$ cat config.mk
export PLATFORM = sky130hd
export DESIGN_NAME = cfg_frame_scheduler
export DESIGN_NICKNAME = d
export VERILOG_FILES = /design/src/rtl/cfg_frame_scheduler_pkg.sv /design/src/rtl/cfg_shift_collector.sv /design/src/rtl/cfg_frame_scheduler.sv
export SDC_FILE = /design/constraint.sdc
export NUM_CORES = 1
export LEC_CHECK = 0
export CAP_MARGIN = 20
export CORE_ASPECT_RATIO = 0.75
export CORE_MARGIN = 2
export CORE_UTILIZATION = 48
export DETAILED_ROUTE_END_ITERATION = 10
export PLACE_DENSITY = 0.75
export SLEW_MARGIN = 20
export SYNTH_ARGS = -nofsm -noshare
export SYNTH_HDL_FRONTEND = slang
export SYNTH_SLANG_ARGS = --single-unit
$ cat constraint.sdc
create_clock -name clk -period 2.1 [get_ports clk]
set_input_delay 0.42 -clock clk [delete_from_list [all_inputs] [get_ports clk]]
set_output_delay 0.42 -clock clk [all_outputs]
set_load 0.05 [all_outputs]
$ cat src/rtl/cfg_frame_scheduler_pkg.sv
// Shared types and constants for the configuration frame scheduler.
// Build option: CFG_CHECKSUM_EN selects the 5-byte frame with an XOR checksum byte.
package cfg_frame_scheduler_pkg;

  typedef enum logic [1:0] {
    ST_IDLE,
    ST_COLLECT,
    ST_PENDING
  } state_t;

`ifdef CFG_CHECKSUM_EN
  localparam int unsigned CFG_FRAME_BYTES = 5;
`else
  localparam int unsigned CFG_FRAME_BYTES = 4;
`endif

  localparam logic [31:0] CFG_DEFAULT = 32'hBBFC_0000;

  // Mode-select fields of the committed configuration word
  localparam int unsigned CFG_MODE_MSB = 31;
  localparam int unsigned CFG_MODE_LSB = 30;
  localparam int unsigned CFG_SEL_MSB  = 29;
  localparam int unsigned CFG_SEL_LSB  = 24;

endpackage

$ cat src/rtl/cfg_shift_collector.sv
// Byte counter, MSB-first shadow word and (with CFG_CHECKSUM_EN) XOR accumulator.
module cfg_shift_collector
  import cfg_frame_scheduler_pkg::*;
(
  input  logic        clk,
  input  logic        rst_n,
  input  logic        i_start,
  input  logic        i_shift,
  input  logic        i_clear,
  input  logic [7:0]  i_byte,
  output logic [2:0]  o_count,
`ifdef CFG_CHECKSUM_EN
  output logic [7:0]  o_csum,
`endif
  output logic [31:0] o_shadow
);

  logic [2:0]  r_count;
  logic [31:0] r_shadow;

  // Bytes beyond the fourth (the checksum byte) only advance the counter
  always_ff @(posedge clk or negedge rst_n) begin
    if (!rst_n) begin
      r_count  <= '0;
      r_shadow <= '0;
    end else if (i_clear) begin
      r_count  <= '0;
      r_shadow <= '0;
    end else if (i_start) begin
      r_count  <= 3'd1;
      r_shadow <= {i_byte, 24'h00_0000};
    end else if (i_shift) begin
      r_count <= r_count + 3'd1;
      case (r_count)
        3'd1:    r_shadow[23:16] <= i_byte;
        3'd2:    r_shadow[15:8]  <= i_byte;
        3'd3:    r_shadow[7:0]   <= i_byte;
        default: ;
      endcase
    end
  end

`ifdef CFG_CHECKSUM_EN
  logic [7:0] r_csum;

  always_ff @(posedge clk or negedge rst_n) begin
    if (!rst_n)       r_csum <= '0;
    else if (i_clear) r_csum <= '0;
    else if (i_start) r_csum <= i_byte;
    else if (i_shift) r_csum <= r_csum ^ i_byte;
  end

  assign o_csum = r_csum;
`endif

  assign o_count  = r_count;
  assign o_shadow = r_shadow;

endmodule

$ cat src/rtl/cfg_frame_scheduler.sv
// Collects SPI configuration frames and commits them at vertical blank.
// Build option: CFG_CHECKSUM_EN adds a fifth XOR checksum byte per frame.
module cfg_frame_scheduler
  import cfg_frame_scheduler_pkg::*;
#(
  parameter logic [31:0] RESET_CFG = CFG_DEFAULT
) (
  input  logic        clk,
  input  logic        rst_n,
  input  logic        ena,
  input  logic        ss,
  input  logic        byte_valid,
  input  logic [7:0]  byte_data,
  input  logic        vblank_start,
  output logic [31:0] configuration,
  output logic        cfg_commit,
  output logic        cfg_pending,
  output logic        cfg_error
);

  localparam logic [2:0] LAST_IDX = 3'(CFG_FRAME_BYTES - 1);

  state_t      r_state;
  logic        r_ss_q;
  logic [31:0] r_cfg;
  logic        r_commit;
  logic        r_pending;
  logic        r_error;

  logic        w_ss_rise;
  logic        w_byte_lo;
  logic        w_take;
  logic        w_last;
  logic        w_frame_ok;
  logic        w_start;
  logic        w_shift;
  logic        w_clear;
  logic [2:0]  w_count;
  logic [31:0] w_shadow;

  assign w_ss_rise = ss & ~r_ss_q;
  assign w_byte_lo = byte_valid & ~ss;
  // A byte arriving with the ss rise still belongs to the frame
  assign w_take    = byte_valid & (~ss | w_ss_rise);
  assign w_last    = w_take & (w_count == LAST_IDX);

`ifdef CFG_CHECKSUM_EN
  logic [7:0] w_csum;
  assign w_frame_ok = (byte_data == w_csum);
`else
  assign w_frame_ok = 1'b1;
`endif

  cfg_shift_collector u_collector (
    .clk      (clk),
    .rst_n    (rst_n),
    .i_start  (w_start),
    .i_shift  (w_shift),
    .i_clear  (w_clear),
    .i_byte   (byte_data),
    .o_count  (w_count),
`ifdef CFG_CHECKSUM_EN
    .o_csum   (w_csum),
`endif
    .o_shadow (w_shadow)
  );

  always_comb begin
    w_start = 1'b0;
    w_shift = 1'b0;
    w_clear = 1'b0;
    case (r_state)
      ST_IDLE:    w_start = w_byte_lo;
      ST_COLLECT: begin
        w_shift = w_take;
        if (w_last)         w_clear = ~w_frame_ok;
        else if (w_ss_rise) w_clear = 1'b1;
      end
      ST_PENDING: w_start = w_byte_lo;
      default:    w_clear = 1'b1;
    endcase
  end

  // A new byte in PENDING wins over a coincident vblank: the old word is dropped
  always_ff @(posedge clk or negedge rst_n) begin
    if (!rst_n) begin
      r_state   <= ST_IDLE;
      r_ss_q    <= 1'b1;
      r_cfg     <= RESET_CFG;
      r_commit  <= 1'b0;
      r_pending <= 1'b0;
      r_error   <= 1'b0;
    end else begin
      r_ss_q   <= ss;
      r_commit <= 1'b0;
      case (r_state)
        ST_IDLE: begin
          if (w_byte_lo) r_state <= ST_COLLECT;
        end
        ST_COLLECT: begin
          if (w_last) begin
            if (w_frame_ok) begin
              r_state   <= ST_PENDING;
              r_pending <= 1'b1;
            end else begin
              r_state <= ST_IDLE;
              r_error <= 1'b1;
            end
          end else if (w_ss_rise) begin
            r_state <= ST_IDLE;
            r_error <= 1'b1;
          end
        end
        ST_PENDING: begin
          if (w_byte_lo) begin
            r_state   <= ST_COLLECT;
            r_pending <= 1'b0;
          end else if (vblank_start && ena) begin
            r_state   <= ST_IDLE;
            r_cfg     <= w_shadow;
            r_commit  <= 1'b1;
            r_pending <= 1'b0;
            r_error   <= 1'b0;
          end
        end
        default: r_state <= ST_IDLE;
      endcase
    end
  end

  assign configuration = r_cfg;
  assign cfg_commit    = r_commit;
  assign cfg_pending   = r_pending;
  assign cfg_error     = r_error;

endmodule

==> Word level (Yosys, flattened, before mapping) <==
Cells that the tools add are included.
{ "word_totals": {"ff_bits": 73, "input_bits": 14, "output_inout_bits": 35, "word_cells": 81} }
{ "op_classes": {"add_sub_neg": 1, "eq_ne": 13, "n_mux": 32, "n_bitwise": 8, "n_reduce_logical": 16} }
{ "ops": {"columns": ["operator", "n"], "rows": [
  ["2-to-1 mux 24 bit", 2],
  ["2-to-1 mux 32 bit", 1],
  ["2-to-1 mux 8 bit", 4],
  ["2-to-1 mux 1 bit", 13],
  ["inequality test 2 bit, second input constant", 6],
  ["nonzero test 3 bit", 4],
  ["2-to-1 mux 2 bit", 5],
  ["2-to-1 mux 3 bit", 3],
  ["AND reduction 3 bit", 3],
  ["== test 3 x 2 -> 1 bit, second input constant", 2],
  ["inequality test 3 bit, second input constant", 2],
  ["one-hot mux 1 bit (2 select lines)", 3],
  ["one-hot mux 2 bit (3 select lines)", 1],
  ["AND reduction 2 bit", 3],
  ["AND reduction 5 bit", 1],
  ["bitwise AND 1 bit", 4],
  ["nonzero test 2 bit", 2],
  ["adder 3 x 1 -> 3 bit, second input constant", 1],
  ["== test 3 x 1 -> 1 bit, second input constant", 1],
  ["inverter 1 bit", 3],
  ["== test 2 x 1 -> 1 bit, second input constant", 1],
  ["== test 2 bit, second input constant", 1],
  ["logical NOT 2 bit", 1],
  ["OR reduction 2 bit", 1],
  ["2 further kinds", 2]
]} }

==> Longest topological paths before layout <==
{ "logic_depth": {"word_depth": 9, "ltp_mapped": 9, "ltp_nobuf": 6} }

==> Modules after synthesis <==
From an unflattened synthesis, not the netlist that was laid out.
{ "unflattened": {"cells_unflattened": 258, "hier_area_um2": 3454.6} }
{ "by_module_without_submodules": {"columns": ["module", "instances", "cells_per_inst", "area_per_inst_um2", "seq_area_each_um2"], "rows": [
  ["cfg_frame_scheduler", 1, 112, 1735.4, 967.2],
  ["cfg_shift_collector", 1, 146, 1719.1, 875.8]
]} }

==> Least setup slack after synthesis <==
OpenSTA, ideal clock, no wires.
{ "synth_timing": {"path_type": "register to register", "from": "register u_collector.r_count[0] (netlist: u_collector.o_count[0])", "to": "register u_collector.r_shadow[12] (netlist: u_collector.o_shadow[12])", "arrival_time_ps": 1896, "required_time_ps": 1979, "slack_ps": 83, "path_stages_with_launch": 10, "path_cell_list": "dfrtp_1 -> ha_1 -> ha_1 -> and2_1 -> buf_2 -> o31ai_4 -> nand2b_1 -> buf_4 -> buf_6 -> nor2_1"} }
{ "synth_via": {"elab_chain_len": 6, "elab_cells_between_ends": 9, "cone_classes": "2 x eq/ne; 3 x mux; 1 x bitwise; 3 x reduce/logical"} }
{ "synth_lines": {"columns": ["element", "line_no", "source"], "rows": [
  ["from (decl)", "cfg_shift_collector.sv:18", "logic [2:0] r_count;"],
  ["from (signal assigned)", "cfg_shift_collector.sv:33", "r_count <= r_count + 3'd1;"],
  ["== test 3 x 2 -> 1 bit", "cfg_frame_scheduler.sv:45", "assign w_last = w_take & (w_count == LAST_IDX);"],
  ["bitwise AND 1 bit", "cfg_frame_scheduler.sv:45", null],
  ["2-to-1 mux 1 bit", "cfg_frame_scheduler.sv:76", "if (w_last) w_clear = ~w_frame_ok;"],
  ["one-hot mux 1 bit (2 select lines)", "cfg_frame_scheduler.sv:72", "case (r_state)"],
  ["nonzero test 3 bit (no source line)", null, null],
  ["AND reduction 2 bit (no source line)", null, null],
  ["to (signal assigned)", "cfg_shift_collector.sv:31", "r_shadow <= {i_byte, 24'h00_0000};"],
  ["to (signal assigned)", "cfg_shift_collector.sv:36", "3'd2: r_shadow[15:8] <= i_byte;"],
  ["to (decl)", "cfg_shift_collector.sv:19", "logic [31:0] r_shadow;"]
]} }
Parallel ways exist; a longest one is shown, timed or not.
A chain may end at the register's enable or synchronous reset.

==> Worst setup path in the final report <==
{ "layout_timing": {"from": "register r_cfg[10] (netlist: configuration[10])", "to": "output port configuration[10]"} }
{ "layout_rtl": {"columns": ["element", "line_no", "source"], "rows": [
  ["from (decl)", "cfg_frame_scheduler.sv:25", "logic [31:0] r_cfg;"],
  ["from (signal assigned)", "cfg_frame_scheduler.sv:120", "r_cfg <= w_shadow;"],
  ["to (decl)", "cfg_frame_scheduler.sv:15", "output logic [31:0] configuration,"]
]} }
No word-level cell between the ends.

==> reports/results.tsv <==
stage	metric	value	unit
outcome	status	finished clean	
logic_synthesis	ys_seq_area_share	59.40	%
clock_network	clkSlewWorstSetupHoldPaths	0.08	ns
critical_path	crit_end	configuration[10]	
power_and_ir_drop	swShare	31.58	%
floorplanning	io_pins	49	
critical_path	reg2regPathDepth	7	
timing	skew	0.006398	ns
route	dr.first_iter.drc_count	93	
critical_path	endpoint_kind	output pin	
logic_synthesis	synth-seq-cells	73	
timing	hold_viol_final	0	
layout	n_antenna_cell	0	
timing	grt_setup_unrepaired	false	
route	wl_per_cell	15.32	um
critical_path	cp.arrival	1.53	ns
power_and_ir_drop	p_comb_share	25.2	%
clock_network	cts_sinks	73	
layout	fin_nets	328	
placement	dpl_worst_slack	0.07095	ns
global_route	grt_pass1_wl	10.23	mm
job	max_cap_viol_count	0	
logic_synthesis	synth_nets	268	
logic_synthesis	synthTopCellsByArea	dfrtp_1 48%, mux2_2 12%, dfstp_2 11%	
critical_path	path_cells	clkdlybuf4s50_1	
route	vias	1992	
logic_synthesis	synth-async-reset-ratio	100.0	%
power_and_ir_drop	p_int	0.002493	W
placement	portBuffers	48	
timing	worst_pin_slew	0.5286	ns
layout	stdcell_area	3918	sq um
clock_network	cts_hold_buf	0	
global_route	globalRouteTotalUtil	18.57	%
global_route	grt_pass1_vias	2081	
critical_path	reg2reg_from	u_collector.o_count[0]	
route	vias_per_cell	5.082	
clock_network	cts_made_buffers	9	
logic_synthesis	syn_inst	246	
global_route	antenna_found_initial	0	
global_route	grt_overflow	0	
layout	layout-drive-gt1-share	28.30	%
route	firstDrtPassIters	5	
critical_path	crit_slowest_cell	clkdlybuf4s50_1	
logic_synthesis	synth_top_area_share	48.39	%
logic_synthesis	ys_top_cells_by_count	60 x dfrtp_1, 34 x mux2_2, 31 x nor2_1	
power_and_ir_drop	clockPowerShare	29.2	%
timing	clock.fmax	0.5115	GHz
timing	setup_ws	0.1451	ns
critical_path	crit_family	buffers and inverters	
clock_network	cts-root-buf	clkbuf_8	
critical_path	start_kind	flop	
critical_path	crit_buf_inv	1	
floorplanning	coreArea	6287	sq um
critical_path	cp_num_cells	1	
critical_path	r2r_setup_slack	0.21	ns
critical_path	required	1.68	ns
floorplanning	die_w	96.84	um
logic_synthesis	synth_edf_count	0	
power_and_ir_drop	p_total	0.003644	W
floorplanning	dieArea	7130	sq um
critical_path	cp_slowest_stage_delay	0.81	ns
critical_path	r2r-end	u_collector.o_shadow[15]	
layout	fillers	520	
power_and_ir_drop	p_sw	0.001151	W
logic_synthesis	yosysWarnings	0	
timing	finalCriticalPeriod	1.955	ns
clock_network	cts.htree.levels	3	
logic_synthesis	synth_most_common_cell	dfrtp_1	
placement	dpl_cell_area	3722	sq um
route	wl	6.006	mm
power_and_ir_drop	power_frac_seq	45.6	%
placement	gp_routability_congestion	0.8044	
power_and_ir_drop	power_leakage	2.032	nW
timing	slew_violations	0	
floorplanning	start_util	49.35	%
timing	finalCritPeriodShare	93.09	%
critical_path	critPathMaxFanout	2	
floorplanning	die_y	73.63	um
layout	area_growth	26.25	%
timing	slew_headroom	64.76	%
critical_path	crit_start	configuration[10]	
hold_path	min_path_type	input pin to async pin	
clock_network	clk_latency	0.33	ns
logic_synthesis	synth.cell_area	3103	sq um
logic_synthesis	synth_cell_types	30	
critical_path	setup.worst_path.class	flop to output pin	
logic_synthesis	avgSynthCellArea	12.61	sq um
floorplanning	fp-row-count	25	
logic_synthesis	synth_flop_cell	dfrtp_1	
global_route	grt_max_degree	53	
clock_network	cts_tree	built	
timing	setup_viol	0	
layout	post-route-util	62.31	%
clock_network	clockBufferDepth	2	
power_and_ir_drop	ir_drop	0.5151	mV
timing	setup_tns	0	ns
logic_synthesis	synth_top_area_cell	dfrtp_1	
route	antenna_left	0	
power_and_ir_drop	power_density	930.2	nW/um^2
placement	dp_hpwl	4.171	mm
route	post-route-drc-count	0	
## metrics by stage
| stage | instances | hold slack, ns |
|---|---|---|
| after floorplan | 246 | 0.1244 |
| after global placement | 376 | 0.4151 |
| after detailed placement | 376 | 0.4287 |
| after CTS | 392 | 0.05558 |
| after global routing | 392 | 0.07126 |
| final | 392 | 0.05645 |
## power by group through the flow
stage / Combinational [W] / Clock [W] / Sequential, W
floorplan: 0.000607 / 0 / 0.00172
global placement: 0.000903 / 0 / 0.00168
detailed placement: 0.000923 / 0 / 0.00169
CTS: 0.000925 / 0.00110 / 0.00166
global route: 0.00103 / 0.00117 / 0.00168
finish: 0.000918 / 0.00107 / 0.00166
## per-layer routing
metal	up-vias	track usage, %	wire, um
li1	950	-	-
met1	990	25.17	2928
met2	45	29.48	2752
met3	7	5.423	268
met4	0	5.634	57
met5	-	0	0
## timing repair
item | 4_1_cts | 5_1_grt
pin swaps | 0 | 0
buffers inserted | 0 | 0
gates resized for setup | 1 | 1
setup endpoints to repair | 1 | 1
## state kept, by name, summed over array words and instances, names as in the netlist
name and flops:
cfg_pending 1, u_collector.o_shadow 32, r_state 2, cfg_commit 1
configuration 32, cfg_error 1, r_ss_q 1, u_collector.o_count 3
## how the worst min path moves through the flow
stage                     start                  endpoint  cells past startpoint
after floorplan           rst_n                cfg_commit                      0
after global placement    rst_n  u_collector.o_shadow[21]                      1
after detailed placement  rst_n         configuration[13]                      1
after CTS                 rst_n  u_collector.o_shadow[21]                      1
after global routing      rst_n         configuration[13]                      1
final                     rst_n  u_collector.o_shadow[21]                      1
## layout make-up
type / instances / area [sq um] / share of cell area (%)
timing repair buffer: 60 / 591.8 / 15.11
sequential: 73 / 1843 / 47.05
clock buffer: 9 / 123.9 / 3.162
multi-input combinational: 154 / 1157 / 29.54
tap: 81 / 101.3 / 2.587
clock inverter: 7 / 70.07 / 1.789
inverter: 8 / 30.03 / 0.7665
## cell families after synthesis
logic type | count (synthesis) | share of synthesized area [%]
flops | 73 | 59.40
simple gates | 63 | 8.468
mux | 58 | 20.08
compound gates | 24 | 5.242
buf+inv | 19 | 3.307
fa+ha+maj | 8 | 3.226
xor+xnor | 1 | 0.2823
## cell usage in the layout, fill, tap and decap left out, types with 2 or more instances in the layout
cell and count:
a211oi_1 2, a21oi_1 11, and2_1 2, buf_12 4
buf_4 18, clkbuf_8 9, clkdlybuf4s50_1 35, clkinv_2 3
dfrtp_1 60, dfstp_2 13, ha_1 8, inv_1 8
mux2_2 34, mux2i_1 24, nand2_1 21, nand2b_1 2
nand4_1 2, nor2_1 31, nor2b_1 3, o21ai_0 3
Power figures use the tool's default switching activity.
